==> config.mk <==
export PLATFORM = sky130hd
export DESIGN_NAME = fifo_uart_tx
export DESIGN_NICKNAME = d
export VERILOG_FILES = /design/src/rtl/uart_pkg.sv /design/src/rtl/uart_baud_tick.sv /design/src/rtl/fifo_uart_tx.sv
export SDC_FILE = /design/constraint.sdc
export NUM_CORES = 1
export LEC_CHECK = 0
export BUFFER_PORTS_ARGS = -buffer_cell sky130_fd_sc_hd__buf_4
export CORE_MARGIN = 5
export CORE_UTILIZATION = 48
export CTS_CLUSTER_DIAMETER = 150
export DETAILED_ROUTE_END_ITERATION = 6
export GPL_TIMING_DRIVEN = 0
export PLACE_DENSITY = 0.72
export RECOVER_POWER = 25
export SLEW_MARGIN = 15
export SYNTH_ARGS = -nofsm -noshare
export SYNTH_HDL_FRONTEND = slang
export SYNTH_SLANG_ARGS = --single-unit
==> constraint.sdc <==
create_clock -name CLK -period 1.3 [get_ports CLK]
set_input_delay 0.325 -clock CLK [delete_from_list [all_inputs] [get_ports CLK]]
set_output_delay 0.325 -clock CLK [all_outputs]
set_load 0.005 [all_outputs]
==> src/rtl/uart_pkg.sv <==
// -----------------------------------------------------------------------------
// uart_pkg
// Shared definitions for the serial debug port UART blocks.
//   - FSM state encoding used by fifo_uart_tx (3-bit, legacy-compatible values)
//   - Frame shape constants for 8N1 framing
// No ports (package).
// -----------------------------------------------------------------------------
package uart_pkg;

    localparam logic [2:0] ST_IDLE  = 3'd0;
    localparam logic [2:0] ST_FETCH = 3'd1;
    localparam logic [2:0] ST_LOAD  = 3'd2;
    localparam logic [2:0] ST_START = 3'd3;
    localparam logic [2:0] ST_DATA  = 3'd4;
    localparam logic [2:0] ST_STOP  = 3'd5;

    localparam int DATA_BITS = 8;
    localparam int STOP_BITS = 1;

endpackage : uart_pkg

==> src/rtl/uart_baud_tick.sv <==
// -----------------------------------------------------------------------------
// uart_baud_tick
// Bit-period counter: counts 0..CLKS_PER_BIT-1 and asserts tick while the
// count sits at its last value. The count wraps after a tick and is forced
// back to zero by clear, so the owner can realign it on every state entry.
// Ports:
//   CLK    in   system clock
//   RSTn   in   asynchronous active-low reset
//   clear  in   restart the bit period on the next edge
//   tick   out  high in the last cycle of a bit period
// -----------------------------------------------------------------------------
module uart_baud_tick #(
    parameter int CLKS_PER_BIT = 16
) (
    input  logic CLK,
    input  logic RSTn,
    input  logic clear,
    output logic tick
);

    localparam int CNT_W = (CLKS_PER_BIT > 1) ? $clog2(CLKS_PER_BIT) : 1;
    localparam logic [CNT_W-1:0] LAST = CNT_W'(CLKS_PER_BIT - 1);

    logic [CNT_W-1:0] count;

    always_ff @(posedge CLK or negedge RSTn) begin
        if (!RSTn) begin
            count <= '0;
        end else if (clear || tick) begin
            count <= '0;
        end else begin
            count <= count + CNT_W'(1);
        end
    end

    assign tick = (count == LAST);

endmodule : uart_baud_tick

==> src/rtl/fifo_uart_tx.sv <==
// -----------------------------------------------------------------------------
// fifo_uart_tx
// Pops bytes from the 16x8 synchronous FIFO and serializes them as UART 8N1
// (start bit, 8 data bits LSB first, stop bit). Frames run back to back while
// enable is high and the FIFO has data.
// Ports:
//   CLK         in   system clock
//   RSTn        in   asynchronous active-low reset (abandons any frame)
//   enable      in   permits starting a new frame
//   fifo_empty  in   FIFO empty flag
//   fifo_data   in   FIFO registered read data (valid the cycle after a pop)
//   fifo_read   out  one-cycle pop strobe
//   txd         out  serial line, idle high
//   busy        out  high whenever not idle
//   frame_done  out  pulse in the last cycle of the stop bit
// -----------------------------------------------------------------------------
module fifo_uart_tx
    import uart_pkg::*;
#(
    parameter int CLKS_PER_BIT = 16
) (
    input  logic       CLK,
    input  logic       RSTn,
    input  logic       enable,
    input  logic       fifo_empty,
    input  logic [7:0] fifo_data,
    output logic       fifo_read,
    output logic       txd,
    output logic       busy,
    output logic       frame_done
);

    localparam logic [2:0] LAST_BIT = 3'(DATA_BITS - 1);

    logic [2:0] state;
    logic [2:0] state_next;
    logic [7:0] shreg;
    logic [2:0] bit_cnt;
    logic       tick;
    logic       clear;

    logic can_start;
    assign can_start = enable && !fifo_empty;

    always_comb begin
        state_next = state;
        case (state)
            ST_IDLE:  if (can_start) state_next = ST_FETCH;
            ST_FETCH: state_next = ST_LOAD;
            ST_LOAD:  state_next = ST_START;
            ST_START: if (tick) state_next = ST_DATA;
            ST_DATA:  if (tick && (bit_cnt == LAST_BIT)) state_next = ST_STOP;
            ST_STOP:  if (tick) state_next = can_start ? ST_FETCH : ST_IDLE;
            default:  state_next = ST_IDLE;
        endcase
    end

    // Any state change realigns the bit period so each state starts at count 0.
    assign clear = (state_next != state);

    uart_baud_tick #(
        .CLKS_PER_BIT(CLKS_PER_BIT)
    ) u_baud (
        .CLK   (CLK),
        .RSTn  (RSTn),
        .clear (clear),
        .tick  (tick)
    );

    always_ff @(posedge CLK or negedge RSTn) begin
        if (!RSTn) begin
            state <= ST_IDLE;
        end else begin
            state <= state_next;
        end
    end

    always_ff @(posedge CLK or negedge RSTn) begin
        if (!RSTn) begin
            shreg   <= '0;
            bit_cnt <= '0;
        end else begin
            case (state)
                ST_LOAD: begin
                    shreg   <= fifo_data;
                    bit_cnt <= '0;
                end
                ST_DATA: begin
                    if (tick) begin
                        shreg   <= {1'b0, shreg[7:1]};
                        bit_cnt <= bit_cnt + 3'd1;
                    end
                end
                default: ;
            endcase
        end
    end

    // Outputs decode from registered state only; async reset to IDLE forces
    // the line high immediately.
    always_comb begin
        txd = 1'b1;
        case (state)
            ST_START: txd = 1'b0;
            ST_DATA:  txd = shreg[0];
            default:  txd = 1'b1;
        endcase
    end

    assign fifo_read  = (state == ST_FETCH);
    assign busy       = (state != ST_IDLE);
    assign frame_done = (state == ST_STOP) && tick;

endmodule : fifo_uart_tx

==> impl_summary.md <==
Outcome
The run finished, with violations left. The final reports fail on negative setup slack.

Worst setup path
Walking the worst path, the cells encountered are ha_2 > and3_4 > nand2_2 > nor3_2 > buf_4. The reg-to-reg critical path startpoint is u_baud.count[0]. The worst endpoint required time is 0.98 ns. The critical path is of the flop to output pin type.

In this design, the stage delay of the slowest critical-path cell is 0.37 ns. The worst path arrival time is 1.35 ns. The largest individual stage delay along the critical path comes from the cell sky130_fd_sc_hd__dfrtp_1. STA classifies the critical path startpoint as a flop. The largest fanout of any net on the critical path is 2. The setup slack of the most critical reg-to-reg path is -0.29 ns. In this run the critical register-to-register path is captured at shreg[1]. For the worst flop-to-flop path, the logic depth is 8. STA classifies the critical path endpoint as an output pin.

Route
The total DRC errors in the routed layout is 0. The total number of vias is 836. The average wire per cell in the routed design is 14.9 um.

The detail route stage leaves a number of antenna-violating nets equal to 0. The first-iteration detailed-routing DRC count is 12. After detailed routing, the total wire length is 2.33 mm.

The per-cell via count in the routed design is 5.36. The pre-antenna-repair detailed-routing pass consisted of 4 iterations.

Clocking
The maximum clock path buffer count is 2. The CTS tree is done. The root buffer cell chosen for the clock tree is sky130_fd_sc_hd__clkbuf_4. After clock tree synthesis, the clock-pin slew on the worst setup and hold paths is 0.11 ns. The CTS H-tree depth is 1. The TritonCTS buffer count is 3.

The number of clock sinks is 18. The clock insertion delay at the later pin of the skew report is 0.29 ns.

Layout
The final non-filler cell total is 156. The fill cell instance count of the final layout is 145. Relative to the synthesized area, the layout overhead comes to 44.8%. The sequential cells in the finished layout cover a total of 453 sq um. In the final layout, the multi-input gates occupy 566 sq um. Of the cells placed in the final design, the portion with a size suffix greater than 1 is 0.535. The final layout contains 145 nets. The number of antenna diodes in the final layout is 0.

STA
The worst hold slack after final layout is 0.285 ns. Adding up every negative setup slack in the final design gives -4.19 ns. The number of slew-limit violations in the final report was 0. The achievable clock frequency is 598 MHz.

Setup slack on the critical path of the routed design comes to -0.373 ns. The remaining max-slew budget at the tightest pin is 0.699. Setup repair after global routing could not meet its margin everywhere. The number of hold-slack violations in the final timing report is 0.

The largest clock skew in the final design is 0.00314 ns. At the pin with the least slew margin, the transition time is 0.451 ns. Setup violations remaining at the end of the flow were counted as 18. The minimum clock period after layout is 1.67 ns.

The final cycle utilization of the critical path is 1.29.

Global route
Entering global routing, the biggest net connects 19 pins. The global-route wire length before repair is 3.59 mm. The overall global routing resource usage is 0.168.

The number of antenna violations at the first check in global routing was 0. Summed over all layers, the global routing overflow is 0. The number of global-route vias before repair came to 777.

Power
Dividing total power by cell area gives a power density of 1880 mW/mm^2. IR analysis of the VDD net gives a maximum drop of 1450 uV. For this design the static power due to leakage is 0.660 nW. Summing internal, switching and leakage power gives 2.64 mW.

Min path
The worst hold path belongs to the class input port to flop. The cell depth of the worst hold path is 2. The sink of the worst hold path is shreg[7]. The startpoint identified for the worst hold timing path is fifo_data[7].

Floorplanning
After floorplanning, the core was divided into 16 placement rows. From bottom edge to top edge, the die measures 54.9 um. The count of pins on the block boundary is 16. The core region area is 0.00194 sq mm.

The initial utilization of the core area, before any placement, comes to 0.499. The die covers 0.00302 sq mm. The die is 54.9 um wide.

Yosys
The dominant synthesized flop cell is sky130_fd_sc_hd__dfrtp_1. For this run, asynchronously set or reset flops after synthesis account for 1.00. Of the synthesized area, sequential elements account for 0.465. The post-synthesis register bit count is 18. The number of distinct library cells after synthesis is 29.

The post-synthesis cell count is 96. The number of enable flip-flop cells after synthesis is 0. During synthesis, Yosys emitted a total of 0 warnings. The average instance in the mapped netlist occupies 10.1 sq um.

After synthesis the cells add up to 968 sq um. The number of nets handed over by synthesis was 111.

Flow run
Max-cap violations in this run came to 0.

Placement
Summed over all nets, the half-perimeter wirelength after detailed placement is 1.35 mm. In this run, placement finished with an instance count of 138. The final weighted congestion in routability-driven placement is 0.785. The post-placement worst setup slack is -0.185 ns. Buffers placed on the I/O ports in this run total 15.
[through the flow]
step,utilization,cell area [sq um]
2_1_floorplan,-,983
3_3_place_gp,0.582,1130
3_5_place_dp,0.582,1130
4_1_cts,0.675,1310
5_1_grt,0.722,1400
6_report,0.722,1400
[metal layers]
metal | track usage | wire, um | vias to the layer above
met5 | 0 | 0 | -
met4 | 0.0486 | 28 | 0
met3 | 0.0322 | 54 | 4
met2 | 0.283 | 1200 | 10
met1 | 0.219 | 1040 | 416
li1 | - | - | 406
[synthesized netlist by cell type, types with 3 or more instances]
cell / count / area share
sky130_fd_sc_hd__buf_6: 3 / 0.035
sky130_fd_sc_hd__dfrtp_1: 18 / 0.47
sky130_fd_sc_hd__ha_1: 3 / 0.039
sky130_fd_sc_hd__inv_1: 4 / 0.015
sky130_fd_sc_hd__mux2i_1: 7 / 0.072
sky130_fd_sc_hd__nand2_1: 12 / 0.047
sky130_fd_sc_hd__nand3_1: 4 / 0.021
sky130_fd_sc_hd__nor2_1: 7 / 0.027
sky130_fd_sc_hd__nor3_1: 3 / 0.015
sky130_fd_sc_hd__o21ai_0: 7 / 0.036
sky130_fd_sc_hd__o21ai_1: 6 / 0.031
[flip-flops by register name, indices dropped and copies added, names as in the netlist]
register      flops
state             3
bit_cnt           3
shreg             8
u_baud.count      4
[repair_timing]
action / in CTS / in global routing
cloned: 1 / 0
endpoints found under the hold margin: 18 / 0
endpoints found under the setup margin: 17 / 21
pin swaps: 9 / 6
hold buffers: 1 / 0
resized for setup: 19 / 24
buffers inserted: 11 / 3
[logic make-up after synthesis]
logic type,Yosys count,synth area share
AO/OA/AOI/OAI,24,0.169
XOR/XNOR,2,0.0181
adder cells (fa/ha/maj),3,0.0388
buffers and inverters,9,0.0594
flip-flops,18,0.465
multiplexers,8,0.0840
AND/OR/NAND/NOR,32,0.165
[placed cells by master (no fill, tap or decap), types with 2 or more instances in the layout]
cell type / count
sky130_fd_sc_hd__xor2_1: 2
sky130_fd_sc_hd__nand2_4: 4
sky130_fd_sc_hd__nand3_1: 2
sky130_fd_sc_hd__clkbuf_8: 2
sky130_fd_sc_hd__nor2_1: 6
sky130_fd_sc_hd__o21ai_1: 2
sky130_fd_sc_hd__nand2_1: 3
sky130_fd_sc_hd__o21ai_2: 8
sky130_fd_sc_hd__buf_6: 10
sky130_fd_sc_hd__buf_4: 21
sky130_fd_sc_hd__o22ai_1: 2
sky130_fd_sc_hd__nor3_2: 2
sky130_fd_sc_hd__inv_1: 3
sky130_fd_sc_hd__ha_1: 2
sky130_fd_sc_hd__nand2_2: 5
sky130_fd_sc_hd__nand3_2: 2
sky130_fd_sc_hd__dfrtp_2: 2
sky130_fd_sc_hd__o21ai_0: 5
sky130_fd_sc_hd__dfrtp_1: 16
sky130_fd_sc_hd__clkbuf_4: 3
sky130_fd_sc_hd__mux2i_1: 7
[cell type report]
type,count,area share
plain buffers,4,0.0339
clock buffers,4,0.0259
inverters,4,0.0107
multi-input cells,69,0.403
flip-flops and latches,18,0.323
well taps,27,0.0241
repair buffers,30,0.179
[critical path: cells and delay by family, from the launching register on]
family	cells	cell delay [ns]
flip-flops	1	0.37
adder cells (fa/ha/maj)	1	0.19
buffers and inverters	1	0.13
AND/OR/NAND/NOR	3	0.36
[worst max-delay path by stage]
| stage | startpoint | end | slack [ns] | cells past startpoint |
|---|---|---|---|---|
| 2_1_floorplan | state[2] | bit_cnt[2] | -0.03 | 7 |
| 3_3_place_gp | state[2] | shreg[2] | -0.14 | 7 |
| 3_5_place_dp | u_baud.count[0] | state[0] | -0.18 | 5 |
| 4_1_cts | u_baud.count[1] | frame_done | -0.36 | 5 |
| 5_1_grt | u_baud.count[0] | frame_done | -0.45 | 5 |
| 6_report | u_baud.count[0] | frame_done | -0.37 | 5 |
[power breakdown]
group | switching, mW | leakage, nW | total, mW | internal (mW)
clock | 0.175 | 0.0210 | 0.346 | 0.170
sequential | 0.195 | 0.220 | 0.975 | 0.781
combinational | 0.624 | 0.419 | 1.32 | 0.695
(Power assumes the default switching activity.)
